`config.mk`:
```
export PLATFORM = sky130hd
export DESIGN_NAME = parking_checkin
export DESIGN_NICKNAME = d
export VERILOG_FILES = /design/src/rtl/parking_checkin.sv
export SDC_FILE = /design/constraint.sdc
export NUM_CORES = 1
export LEC_CHECK = 0
export BUFFER_PORTS_ARGS = -buffer_cell sky130_fd_sc_hd__buf_2
export CELL_PAD_IN_SITES_DETAIL_PLACEMENT = 1
export CELL_PAD_IN_SITES_GLOBAL_PLACEMENT = 2
export CORE_MARGIN = 2
export CORE_UTILIZATION = 30
export DETAILED_ROUTE_END_ITERATION = 6
export PLACE_DENSITY_LB_ADDON = 0.25
export SLEW_MARGIN = 25
export SYNTH_ARGS = -nofsm -noshare
export SYNTH_HDL_FRONTEND = slang
export SYNTH_SLANG_ARGS = --single-unit
```
`constraint.sdc`:
```
create_clock -name clk -period 2.7 [get_ports clk]
set_clock_uncertainty 0.2 [all_clocks]
set_input_delay 0.135 -clock clk [delete_from_list [all_inputs] [get_ports clk]]
set_output_delay 0.135 -clock clk [all_outputs]
set_load 0.1 [all_outputs]
```
`src/rtl/parking_checkin.sv`:
```
// Entry stage: minute clock, slot occupancy map and entry stamps; grants a requested or lowest free slot.
// Grant/reject 1-6 cycles after the request edge; edges arriving outside IDLE are dropped, releases apply every cycle.
module parking_checkin #(
    parameter longint unsigned PRESCALE = 64'd6_000_000_000
) (
    input  logic        clk,
    input  logic        rst_n,
    input  logic        car_in,
    input  logic [3:0]  req_slot,
    input  logic        car_out,
    input  logic [3:0]  out_slot,
    output logic [10:0] time_now,
    output logic [10:0] p1,
    output logic [10:0] p2,
    output logic [10:0] p3,
    output logic [10:0] p4,
    output logic [10:0] p5,
    output logic [10:0] p6,
    output logic [5:0]  occupied,
    output logic        full,
    output logic [3:0]  assigned_slot,
    output logic        assign_valid,
    output logic        reject
);
    localparam int              CW       = (PRESCALE > 64'd1) ? $clog2(PRESCALE) : 1;
    localparam logic [CW-1:0]   PRE_LAST = CW'(PRESCALE - 64'd1);

    typedef enum logic [1:0] {S_IDLE, S_SEARCH, S_DONE} state_t;

    state_t        r_state;
    state_t        w_state_nxt;
    logic [CW-1:0] r_presc;
    logic [10:0]   r_time;
    logic [10:0]   r_stamp [6];
    logic [5:0]    r_occ;
    logic [3:0]    r_assigned;
    logic [3:0]    r_sel;
    logic [3:0]    r_idx;
    logic [3:0]    w_sel_nxt;
    logic [3:0]    w_idx_nxt;
    logic          r_valid;
    logic          r_reject;
    logic          r_car_in_q;
    logic          w_req;
    logic          w_full;
    logic          w_slot_busy;
    logic          w_grant;
    logic          w_reject;

    assign w_req  = car_in & ~r_car_in_q;
    assign w_full = &r_occ;

    // Out-of-range indices (explicit 7..15) read as busy so they fall into the reject path.
    always_comb begin
        w_slot_busy = 1'b1;
        for (int k = 0; k < 6; k++) begin
            if (r_idx == 4'(k + 1)) w_slot_busy = r_occ[k];
        end
    end

    always_ff @(posedge clk) begin
        if (!rst_n) begin
            r_presc <= '0;
            r_time  <= '0;
        end else if (r_presc == PRE_LAST) begin
            r_presc <= '0;
            r_time  <= r_time + 11'd1;
        end else begin
            r_presc <= r_presc + CW'(1);
        end
    end

    always_ff @(posedge clk) begin
        if (!rst_n) r_state <= S_IDLE;
        else        r_state <= w_state_nxt;
    end

    always_comb begin
        w_state_nxt = r_state;
        w_sel_nxt   = r_sel;
        w_idx_nxt   = r_idx;
        w_grant     = 1'b0;
        w_reject    = 1'b0;
        case (r_state)
            S_IDLE: begin
                if (w_req) begin
                    w_sel_nxt = req_slot;
                    if (req_slot != 4'd0) begin
                        w_idx_nxt   = req_slot;
                        w_state_nxt = S_SEARCH;
                    end else if (w_full) begin
                        w_reject = 1'b1;
                    end else begin
                        w_idx_nxt   = 4'd1;
                        w_state_nxt = S_SEARCH;
                    end
                end
            end
            S_SEARCH: begin
                if (!w_slot_busy) begin
                    w_grant     = 1'b1;
                    w_state_nxt = S_DONE;
                end else if (r_sel != 4'd0 || r_idx == 4'd6) begin
                    w_reject    = 1'b1;
                    w_state_nxt = S_DONE;
                end else begin
                    w_idx_nxt = r_idx + 4'd1;
                end
            end
            S_DONE:  w_state_nxt = S_IDLE;
            default: w_state_nxt = S_IDLE;
        endcase
    end

    // Grant is written after release so it wins on a shared slot.
    always_ff @(posedge clk) begin
        if (!rst_n) begin
            r_car_in_q <= 1'b0;
            r_sel      <= '0;
            r_idx      <= '0;
            r_valid    <= 1'b0;
            r_reject   <= 1'b0;
            r_assigned <= '0;
            r_occ      <= '0;
            for (int k = 0; k < 6; k++) r_stamp[k] <= '0;
        end else begin
            r_car_in_q <= car_in;
            r_sel      <= w_sel_nxt;
            r_idx      <= w_idx_nxt;
            r_valid    <= w_grant;
            r_reject   <= w_reject;
            if (w_grant) r_assigned <= r_idx;
            for (int k = 0; k < 6; k++) begin
                if (car_out && out_slot == 4'(k + 1)) begin
                    r_occ[k]   <= 1'b0;
                    r_stamp[k] <= '0;
                end
                if (w_grant && r_idx == 4'(k + 1)) begin
                    r_occ[k]   <= 1'b1;
                    r_stamp[k] <= r_time;
                end
            end
        end
    end

    assign time_now      = r_time;
    assign p1            = r_stamp[0];
    assign p2            = r_stamp[1];
    assign p3            = r_stamp[2];
    assign p4            = r_stamp[3];
    assign p5            = r_stamp[4];
    assign p6            = r_stamp[5];
    assign occupied      = r_occ;
    assign full          = w_full;
    assign assigned_slot = r_assigned;
    assign assign_valid  = r_valid;
    assign reject        = r_reject;
endmodule

```
Word level (Yosys, flattened, before mapping)
Memory sizes are Yosys's and may differ from the RTL's.
Index checks and enable logic that the tools add are counted.
Widths: inputs -> output; s select.
{ "classes": {"add_sub_neg": 3, "multipliers": 0, "div_mod_pow": 0, "n_lt_le_gt_ge": 0, "n_eq_ne": 19, "shifts": 0, "n_mux": 87, "n_bitwise": 15, "reduce_logical": 28} }
{ "op_table": {"columns": ["op", "count"], "rows": [
  ["$mux 11", 12],
  ["$mux 1", 62],
  ["$add 33x1->33 const B", 1],
  ["$eq 33x33->1 const B", 1],
  ["$eq 4x3->1 const B", 6],
  ["$mux 4", 5],
  ["$eq 4x2->1 const B", 4],
  ["$reduce_bool 2->1", 7],
  ["$logic_and 1x1->1", 12],
  ["$or 1x1->1", 12],
  ["$add 11x1->11 const B", 1],
  ["$mux 2", 5],
  ["$eq 4x1->1 const B", 2],
  ["$pmux 4 s2", 1],
  ["$reduce_bool 4->1", 2],
  ["$ne 2x2->1 const B", 3],
  ["$ne 3x3->1 const B", 2],
  ["$reduce_and 6->1", 1],
  ["$reduce_and 5->1", 1],
  ["$add 4x1->4 const B", 1],
  ["$pmux 2 s2", 1],
  ["$reduce_and 3->1", 1],
  ["$eq 2x1->1 const B", 1],
  ["$logic_not 2->1", 1],
  ["6 further kinds", 7]
]} }
{ "word_totals": {"reg_bits": 67, "latch_bits": 0, "mem_bits_rw": 66, "mem_bits_ro": 0, "in_bits": 12, "out_inout_bits": 90, "wordCells": 168, "memories": 1} }
{ "mem_list": {"columns": ["memory", "depth", "width", "rd", "rd_ports_with_merged_regs", "write_ports", "line", "source"], "rows": [
  ["r_stamp", 6, 11, 6, 0, 6, "34", "logic [10:0] r_stamp [6];"]
]} }

Depth between registers and ports, before layout
{ "depth": {"depth_word": 14, "mapped_depth": 9, "depth_no_buf": 7} }

Least setup slack after synthesis
OpenSTA, ideal clock, no wires.
{ "synth_path": {"kind": "register to output", "from": "register r_occ[4] (netlist: occupied[4])", "to": "output port full", "t_arrival_ps": 2507, "required_ps": 2365, "slack_ps": -142, "stages_incl_launch_ff": 3, "path_buffers": 0, "cell_sequence": "dfxtp_1 nand4_1 nor2_1"} }
{ "synth_between": {"elab_chain_cells": 1} }
{ "synth_rtl": {"columns": ["element", "line", "source"], "rows": [
  ["start: declaration", "35", "logic [5:0] r_occ;"],
  ["start signal: assignment", "124", "r_occ <= '0;"],
  ["start signal: indexed assignment", "135", "r_occ[k] <= 1'b0;"],
  ["start signal: indexed assignment", "139", "r_occ[k] <= 1'b1;"],
  ["$reduce_and 6->1", "51", "assign w_full = &r_occ;"],
  ["end: declaration", "20", "output logic full,"]
]} }
No other way between the ends.

Worst setup path after layout
{ "layout_path": {"from": "register r_presc[18]", "to": "register r_time[8] (netlist: time_now[8])"} }
{ "layout_between": {"elab_chain_cells": 1} }
{ "layout_rtl": {"columns": ["element", "line", "source"], "rows": [
  ["start: declaration", "32", "logic [CW-1:0] r_presc;"],
  ["start signal: assignment", "69", "r_presc <= r_presc + CW'(1);"],
  ["$eq 33x33->1", "65", "end else if (r_presc == PRE_LAST) begin"],
  ["end signal: assignment", "67", "r_time <= r_time + 11'd1;"],
  ["end: declaration", "33", "logic [10:0] r_time;"]
]} }
No other way between the ends.
A chain may end at the register's enable or synchronous reset.

==> reports/qor.yml <==
global_routing:
  grt_max_degree: 31
  top_usage_layer: "met2"
  grt_pass1_wl_mm: 25.45
  grt_use_met1: 0.2020
  track_usage: 0.1653
  grt_pass1_vias: 4663
  grtUsageMet2: 0.2775
  use_met3: 0.04084
  gr-total-overflow: 0
  antenna_found_initial: 0
sta:
  fin_crit_sh: 0.9812
  tightest_slew_ns: 0.7678
  max_slew_margin: 0.4809
  finalCriticalPeriod_ns: 2.649
  hold_violations: 0
  slew_violations: 0
  rsz0062_at_grt: "true"
  finalSetupViolCount: 0
  fmax_mhz: 377.5
placement:
  gp_congestion: 0.7986
  placed_cell_area_um2: 6619
  portBuffers: 101
  hpwl_mm: 11.32
synthesis:
  synthesis.area_um2: 5663
  syn_nets: 543
  synth_top_area_share: 0.3500
  synth_common_cells: "and2_1 (68), dfxtp_1 (67), edfxtp_1 (66)"
  synth.most_common_cell: "and2_1"
  synth_edf_count: 66
  synthAdderAreaFrac: 0.01326
  synth_ff_type: "dfxtp_1"
  synth.distinct_cells: 50
  synth_top_cells_by_area: "edfxtp_1 (35%), dfxtp_1 (24%), and2_1 (7.5%)"
  synth_cells: 525
  synth.largest_area_cell: "edfxtp_1"
  synth.area.mux_share: 0.008838
  yosys_warnings: 0
  ys_ff_latch: 133
  synth_top_family_by_area: "simple AND/OR/NAND/NOR gates"
  async_reset_ff_frac: 0
  synth_compound_area_frac: 0.06717
  syn_avg_cell_area_um2: 10.79
  yosys.area_share.simple: 0.2428
  seq_area_frac_synth: 0.5868
  synthXorXnorAreaFrac: 0.05104
detailed_routing:
  drt_iter0_drc: 209
  remaining_drc_errors: 0
  avgViaCountPerCell: 4.878
  routedWlPerCell_um: 17.27
  wl_mm: 15.77
  drtPass1Iterations: 4
  final_antenna_net_count: 0
  vias: 4454
finish:
  seq_area_um2: 3327
  drive_gt1_frac: 0.2946
  diodes: 0
  nets: 684
  multi_input_area_um2: 2233
  synthToLayoutAreaGrowth_pct: 30.51
  fill_cells: 2081
  final_cell_area_um2: 7391
clock_tree:
  clkSinkCount: 133
  clkLatencyLatePin_ns: 0.43
  htree_levels: 4
  cts_buffers: 17
  cts_buffer_depth: 2
  clk_pin_slew_ns: 0.07
  cts-root-buf: "clkbuf_16"
  tritoncts: "done"
critical_path:
  rr_worst_depth: 5
  worstSetupEndpointType: "flip-flop"
  startpoint: "r_presc[18]"
  arrival_ns: 2.81
  worst-path-buf-inv: 0
  r2r-end: "time_now[8]"
  critPathMaxFanout: 5
  crit_family: "simple AND/OR/NAND/NOR gates"
  critPathRequiredTime_ns: 2.87
  crit_chain: "or4_4, or3_4, or3_4, or4_1, a21oi_2"
  crit_end: "time_now[8]"
  slowest_stage: "or4_1"
  cp_common_cell: "or3_4"
  path_depth: 5
  start_kind: "flip-flop"
  rr_startpoint: "r_presc[18]"
  slowest_delay_ns: 0.54
  r2r_setup_slack_ns: 0.05
  worstSetupPathType: "flip-flop to flip-flop"
power:
  p_total_uw: 5180
  p_leak_uw: 0.002998
  power.density_nw_per_um2: 700.9
  peakVddDrop_mv: 0.4248
die:
  start_util: 0.3038
  die_h_um: 141.4
  ioPinCount: 102
  die_w_um: 141.4
  dieArea_um2: 19990
  coreArea_um2: 18640
  rows: 50
run:
  maxCapViolations: 0
hold_path:
  hold_class: "input port to flip-flop"
run_status:
  outcome: "finished, final reports clean"
power breakdown:
part / internal (µW) / leakage (µW) / switching (µW)
Combinational: 162 / 0.00149 / 553
Sequential: 2180 / 0.00123 / 36.3
Clock: 1230 / 0.000283 / 1010
Total: 3580 / 0.00300 / 1600
metal layers:
| metal | vias to the layer above | part of all wire | wire (µm) |
|---|---|---|---|
| li1 | 2144 | - | - |
| met1 | 2192 | 0.46 | 7179 |
| met2 | 99 | 0.48 | 7630 |
| met3 | 19 | 0.042 | 656 |
| met4 | 0 | 0.019 | 306 |
| met5 | - | 0 | 0 |
sequential cells by signal, summed over array words and instances, names as in the netlist:
name,flops
r_stamp,66
r_presc,33
time_now,11
occupied,6
assigned_slot,4
r_idx,4
r_sel,4
r_state,2
assign_valid,1
r_car_in_q,1
reject,1
kinds of logic (layout without fill, tap and decap cells):
kind of cell               after synthesis  count (layout)
AOI/OAI and AO/OA                       57              57
xor gates and xnor gates                33              33
adders and majority gates                6               6
buffers and inverters                   43             196
DFF                                    133             133
muxes                                    5               5
and+or+nand+nor                        248             249
worst min-delay path by stage:
stage                     depth (start not counted)    start          end
after detailed placement                          2   car_in   r_car_in_q
after global routing                              5  car_out  occupied[0]
after CTS                                         5  car_out  occupied[0]
final                                             5  car_out  occupied[0]
after floorplan                                   1   car_in   r_car_in_q
after global placement                            2   car_in   r_car_in_q
cell type report:
type / instances / share of cell area
clock buffer: 17 / 0.05756
clock inverter: 15 / 0.02031
inverter: 15 / 0.007618
multi-input combinational: 350 / 0.3022
sequential: 133 / 0.4501
tap: 234 / 0.03961
timing repair buffer: 149 / 0.1226
repair_timing:
item	CTS	global route
hold buffers	11	0
setup buffers	0	3
hold endpoints to repair	15	0
setup endpoints to repair	0	75
gates resized for setup	0	15
stage by stage:
stage / hold WS (ns) / TNS [ns] / setup WS (ns) / utilization / cells
final: 0.04727 / 0 / 0.05078 / 0.3964 / 913
after detailed placement: 0.1649 / 0 / 0.05538 / 0.3550 / 866
after global placement: 0.1651 / 0 / 0.1208 / 0.3550 / 866
after global routing: 0.08154 / -0.4663 / -0.02089 / 0.3964 / 913
after floorplan: 0.05671 / 0 / 0.007844 / - / 525
after CTS: 0.02603 / 0 / 0.04135 / 0.3918 / 909
tightest hold or removal path, stage by stage:
cell and delay [ns]:
buf_2 0.11, nand2b_1 0.11, o21ai_0 0.12, inv_1 0.08
a21o_1 0.10
layout by cell type (no fill, tap or decap), drive strengths merged, types with 17 or more instances in the layout:
cell,count
a21oi,17
and2,68
buf,138
clkbuf,17
dfxtp,67
edfxtp,66
inv,27
nand2,32
nor2,52
xnor2,25
Note: power is estimated with default switching activity, not from simulation.
